`src/rtl/addsub_pipe_mc.sv`:
```
// Pipelined multi-limb adder/subtractor: per-limb sums in S0, then a
// log-depth carry-merge tree, with a global-stall valid/ready handshake.
module addsub_pipe_mc #(
    parameter int WIDTH = 272,
    parameter int LIMBS = 4,
    parameter int TAG_W = 4
) (
    input  logic             clk,
    input  logic             rst,
    input  logic             in_valid,
    output logic             in_ready,
    input  logic [WIDTH-1:0] X,
    input  logic [WIDTH-1:0] Y,
    input  logic             sub,
    input  logic [TAG_W-1:0] in_tag,
    output logic             out_valid,
    input  logic             out_ready,
    output logic [WIDTH-1:0] Z,
    output logic             carry,
    output logic [TAG_W-1:0] out_tag
);

    localparam int LW = WIDTH / LIMBS;
    localparam int L  = 1 + $clog2(LIMBS);

    logic w_stall;
    logic w_adv;

    assign w_stall  = out_valid & ~out_ready;
    assign w_adv    = ~w_stall;
    assign in_ready = w_adv;

    genvar k, j;
    generate
        for (k = 0; k < L; k++) begin : g_stg
            localparam int G = LIMBS >> k;

            logic [WIDTH-1:0] r_sum;
            logic [G-1:0]     r_cy;
            logic             r_vld;
            logic [TAG_W-1:0] r_tag;

            logic [WIDTH-1:0] w_sum;
            logic [G-1:0]     w_cy;
            logic             w_vld;
            logic [TAG_W-1:0] w_tag;

            if (k == 0) begin : g_lsum
                logic [WIDTH-1:0] w_yp;

                assign w_yp  = sub ? ~Y : Y;
                assign w_vld = in_valid & in_ready;
                assign w_tag = in_tag;

                for (j = 0; j < LIMBS; j++) begin : g_limb
                    logic w_cin;

                    // Only the lowest limb takes the +1 of two's-complement subtract.
                    assign w_cin = (j == 0) ? sub : 1'b0;
                    assign {w_cy[j], w_sum[j*LW +: LW]} =
                        {1'b0, X[j*LW +: LW]} +
                        {1'b0, w_yp[j*LW +: LW]} +
                        {{LW{1'b0}}, w_cin};
                end
            end else begin : g_merge
                localparam int GW = LW << (k - 1);

                assign w_vld = g_stg[k-1].r_vld;
                assign w_tag = g_stg[k-1].r_tag;

                for (j = 0; j < G; j++) begin : g_grp
                    logic [GW:0] w_hi;

                    // Upper groups carry no carry-in, so {cy,sum}+1 never exceeds GW+1 bits.
                    assign w_hi =
                        {g_stg[k-1].r_cy[2*j+1],
                         g_stg[k-1].r_sum[(2*j+1)*GW +: GW]} +
                        {{GW{1'b0}}, g_stg[k-1].r_cy[2*j]};
                    assign w_sum[2*j*GW +: GW] =
                        g_stg[k-1].r_sum[2*j*GW +: GW];
                    assign w_sum[(2*j+1)*GW +: GW] = w_hi[GW-1:0];
                    assign w_cy[j] = w_hi[GW];
                end
            end

            always_ff @(posedge clk) begin
                if (rst) begin
                    r_sum <= '0;
                    r_cy  <= '0;
                    r_vld <= 1'b0;
                    r_tag <= '0;
                end else if (w_adv) begin
                    r_sum <= w_sum;
                    r_cy  <= w_cy;
                    r_vld <= w_vld;
                    r_tag <= w_tag;
                end
            end
        end
    endgenerate

    assign Z         = g_stg[L-1].r_sum;
    assign carry     = g_stg[L-1].r_cy[0];
    assign out_tag   = g_stg[L-1].r_tag;
    assign out_valid = g_stg[L-1].r_vld;

endmodule

```
`config.mk`:
```
export PLATFORM = sky130hd
export DESIGN_NAME = addsub_pipe_mc
export DESIGN_NICKNAME = d
export VERILOG_FILES = /design/src/rtl/addsub_pipe_mc.sv
export SDC_FILE = /design/constraint.sdc
export NUM_CORES = 2
export LEC_CHECK = 0
export CORE_UTILIZATION = 40
export DETAILED_ROUTE_END_ITERATION = 6
export PLACE_DENSITY_LB_ADDON = 0.12
export SLEW_MARGIN = 30
export SYNTH_ARGS = -nofsm -noshare
export SYNTH_HDL_FRONTEND = slang
export SYNTH_SLANG_ARGS = --single-unit
```
`constraint.sdc`:
```
create_clock -name clk -period 5.75 [get_ports clk]
set_clock_uncertainty 0.2 [all_clocks]
set_input_delay 0.8625 -clock clk [delete_from_list [all_inputs] [get_ports clk]]
set_output_delay 0.8625 -clock clk [all_outputs]
set_load 0.03 [all_outputs]
```
==> results.py <==
metrics = {
    "outcome": {
        "status": "complete, no violations",
    },
    "routing": {
        "met2RoutedLength_mm": 84.4,
        "drtIter0Drc": 3233,
        "vias": 48600,
        "drtAntennaViolNets": 0,
        "top_layer": "met5",
        "drt-met1-wl_mm": 82.7,
        "vias_per_cell": 5.41,
        "drt-total-wl_mm": 185,
        "route.met3.wl_mm": 9.69,
        "drc_errors": 0,
        "wl_per_cell_um": 20.6,
        "drt_first_pass_iters": 5,
    },
    "finish": {
        "final_core_util_pct": 50.9,
        "fin_nets": 8063,
        "layout-drive-gt1-share_pct": 4.43,
        "num-fill-cells": 12400,
        "stdcell_count": 8977,
        "areaGrowthSynthToFinish_pct": 26.2,
    },
    "worst_setup_path": {
        "cp_max_fo": 54,
        "worst_r2r_path_depth": 14,
        "cp-end-kind": "flip-flop",
        "crit_required_ns": 6.15,
        "criticalPathCategory": "input port to flip-flop",
        "start_kind": "input port",
        "worstPathArrival_ns": 5.35,
    },
    "timing": {
        "finalCritPeriodShare_pct": 86.1,
        "hold_viol_final": 0,
        "final.setup.tns_ns": 0,
        "setup_viol": 0,
        "grt_setup_unrepaired": "no",
        "relSlewSlack_pct": 33.3,
        "max_freq_ghz": 0.202,
        "fin_crit_ns": 4.95,
        "slew_violations": 0,
        "hold_ws_ns": 0.234,
        "worst_pin_slew_ns": 1.00,
    },
    "placed_design": {
        "io_buffers": 831,
        "hpwl_mm": 143,
        "gp_congestion": 0.922,
        "dp.cells": 8776,
    },
    "clock_tree": {
        "cts_buffers": 100,
        "clk_path_buf_depth": 3,
        "clock-sinks": 838,
        "cts_max_level": 3,
        "post_cts_buffers": 0,
        "holdBufCountCts": 0,
        "clk_pin_slew_ns": 0.06,
        "ctsRootBufferMaster": "clkbuf_16",
        "cts_tree": "done",
        "clk_latency_ns": 0.70,
        "cts_resized": 0,
    },
    "global_routing": {
        "grt_max_degree": 192,
        "grtUsageTotal_pct": 27.7,
        "antenna_found_initial": 38,
        "grt_pass1_wl_mm": 276,
        "grt_pass1_vias": 45800,
        "overflow": 0,
    },
    "yosys": {
        "ys_warn_count": 0,
        "synth_edf_count": 0,
        "ys_types": 88,
        "yosysSeqAreaShare_pct": 33.1,
        "synth-seq-cells": 838,
        "syn-cell-area_um2": 50700,
        "syn_inst": 6620,
        "synth_top_family_by_area": "compound AO/OA/AOI/OAI gates",
        "synth_fp_nets": 7454,
        "synthFlopType": "dfxtp_1",
        "synthMuxAreaShare_pct": 0.0593,
        "synthAdderAreaFrac_pct": 7.00,
        "synth.avg_cell_area_um2": 7.66,
        "synth_xor_area_share_pct": 12.7,
        "ys_async_sr_fraction_pct": 0,
        "synth-compound-area-share_pct": 22.2,
        "synth_simple_gate_area_share_pct": 20.9,
    },
    "floorplanning": {
        "initial_utilization_pct": 40.4,
        "pin_count": 832,
        "rows": 130,
        "die_h_um": 358,
        "die_area_um2": 128000,
        "die_x_um": 358,
        "core_area_um2": 126000,
    },
    "hold_path": {
        "min_path_type": "flip-flop to flip-flop",
        "hold_path_depth": 2,
    },
    "run": {
        "drv_cap": 0,
    },
    "power_and_ir_drop": {
        "power.leakage_nw": 25.5,
        "power_mw": 19.5,
        "power_density_nw_per_um2": 304,
        "ir_worst_vdd_mv": 0.226,
    },
}
-- per-stage QoR --
stage | area [um2] | setup slack (ns)
final | 63900 | 0.798
after global routing | 63900 | 0.529
after CTS | 63900 | 0.861
after detailed placement | 60400 | 0.149
after global placement | 60400 | 0.186
after floorplan | 50700 | 0.414
-- final cells by class --
type                            instances  area, um2  area share [%]
Multi-Input combinational cell       5252      31900            49.9
Inverter                              105        402           0.628
Clock buffer                          141       2970            4.65
Antenna cell                           16       40.0          0.0626
Clock inverter                         43        494           0.773
Sequential cell                       838      16800            26.2
Timing Repair Buffer                  932       9260            14.5
Tap cell                             1650       2060            3.23
-- worst max-delay path: stages --
cell and delay [ns]:
buf_8 0.20, buf_12 0.37, xor2_1 0.20, ha_1 0.21, inv_1 0.06, fa_1 0.37
nand2b_1 0.19, a21oi_1 0.20, o21ai_1 0.20, o41ai_1 0.42, buf_4 0.20, and4b_1 0.25
a21o_1 0.31, a31o_2 0.28, a31oi_1 0.20, o31ai_1 0.34, xor2_1 0.18, nand2_1 0.07
a21oi_1 0.16
-- per-layer routing --
| metal | vias to the layer above | global-route usage, % |
|---|---|---|
| li1 | 24400 | - |
| met1 | 22600 | 36.5 |
| met2 | 1255 | 44.3 |
| met3 | 313 | 4.40 |
| met4 | 26 | 12.6 |
| met5 | - | 0 |
-- state kept, by name, summed over array words and instances, names as in the netlist --
register     count
Z              272
g_stg.r_cy       6
carry            1
g_stg.r_tag      8
g_stg.r_sum    544
out_tag          4
out_valid        1
g_stg.r_vld      2
-- path summary, 6_finish.rpt --
path / start / end / slack [ns]
setup reg to reg: g_stg[0].r_cy[2] / g_stg[1].r_cy[1] / 1.35
setup / recovery: sub / g_stg[0].r_sum[270] / 0.80
hold / removal: g_stg[0].r_sum[4] / g_stg[1].r_sum[4] / 0.23
hold reg to reg: g_stg[0].r_sum[4] / g_stg[1].r_sum[4] / 0.23
-- cell usage in the layout (no fill, tap or decap), types with 10 or more instances in the layout --
master / n
dfxtp_1: 838
xnor2_1: 204
buf_4: 87
a31oi_1: 49
o21ai_0: 307
o21a_1: 28
clkbuf_16: 104
clkbuf_8: 23
clkinv_2: 24
o21bai_1: 58
a21o_1: 192
a21oi_1: 730
buf_12: 12
and2_1: 25
o211ai_1: 13
nor2b_1: 31
a221oi_1: 11
or2_2: 10
nand4_1: 128
a21boi_0: 12
nor3_1: 57
a221o_1: 11
nand3_1: 159
and4_1: 28
o31ai_1: 14
a211oi_1: 267
xor2_1: 533
clkdlybuf4s50_1: 829
a311oi_1: 52
inv_1: 104
and3_1: 76
clkbuf_1: 14
ha_1: 277
a41oi_1: 10
nor2_1: 496
or3_1: 62
diode_2: 16
nand2b_1: 30
nand2_1: 1256
-- logic make-up (layout without fill, tap and decap cells) --
group                    count (synthesis)  count (layout)
other                                    0              16
AO/OA/AOI/OAI                         1822            1822
adder cells (fa/ha/maj)                281             281
XOR/XNOR                               737             737
buffers and inverters                  530            1221
multiplexers                             3               3
AND/OR/NAND/NOR                       2409            2409
flip-flops                             838             838
-- report_power, final --
group          internal (mW)  total (mW)  switching [mW]
registers               6.57        7.21           0.641
clock network           4.00        6.68            2.69
logic                   2.41        5.57            3.16
total                   13.0        19.5            6.49
-- synth_stat cells, drive strengths merged, types with 14 or more instances --
cell	n	area share [%]
nand2	1257	9.3
a21o	192	2.8
dfxtp	838	33
clkbuf	375	2.8
xnor2	204	3.5
o31ai	14	0.21
inv	105	0.78
nor3	63	0.69
o21ai	311	3.1
buf	50	0.42
a31oi	49	0.60
ha	277	6.8
nand4	130	1.6
a211oi	269	4.0
a21oi	730	7.2
xor2	533	9.2
o21a	28	0.41
nand3	160	1.6
o21bai	58	0.86
and3	76	0.94
and2	25	0.31
nor2	500	3.7
nand2b	31	0.38
and4	28	0.48
a311oi	53	0.93
nor2b	32	0.40
or3	62	0.77
No activity file was read; power rests on OpenSTA's default activity.
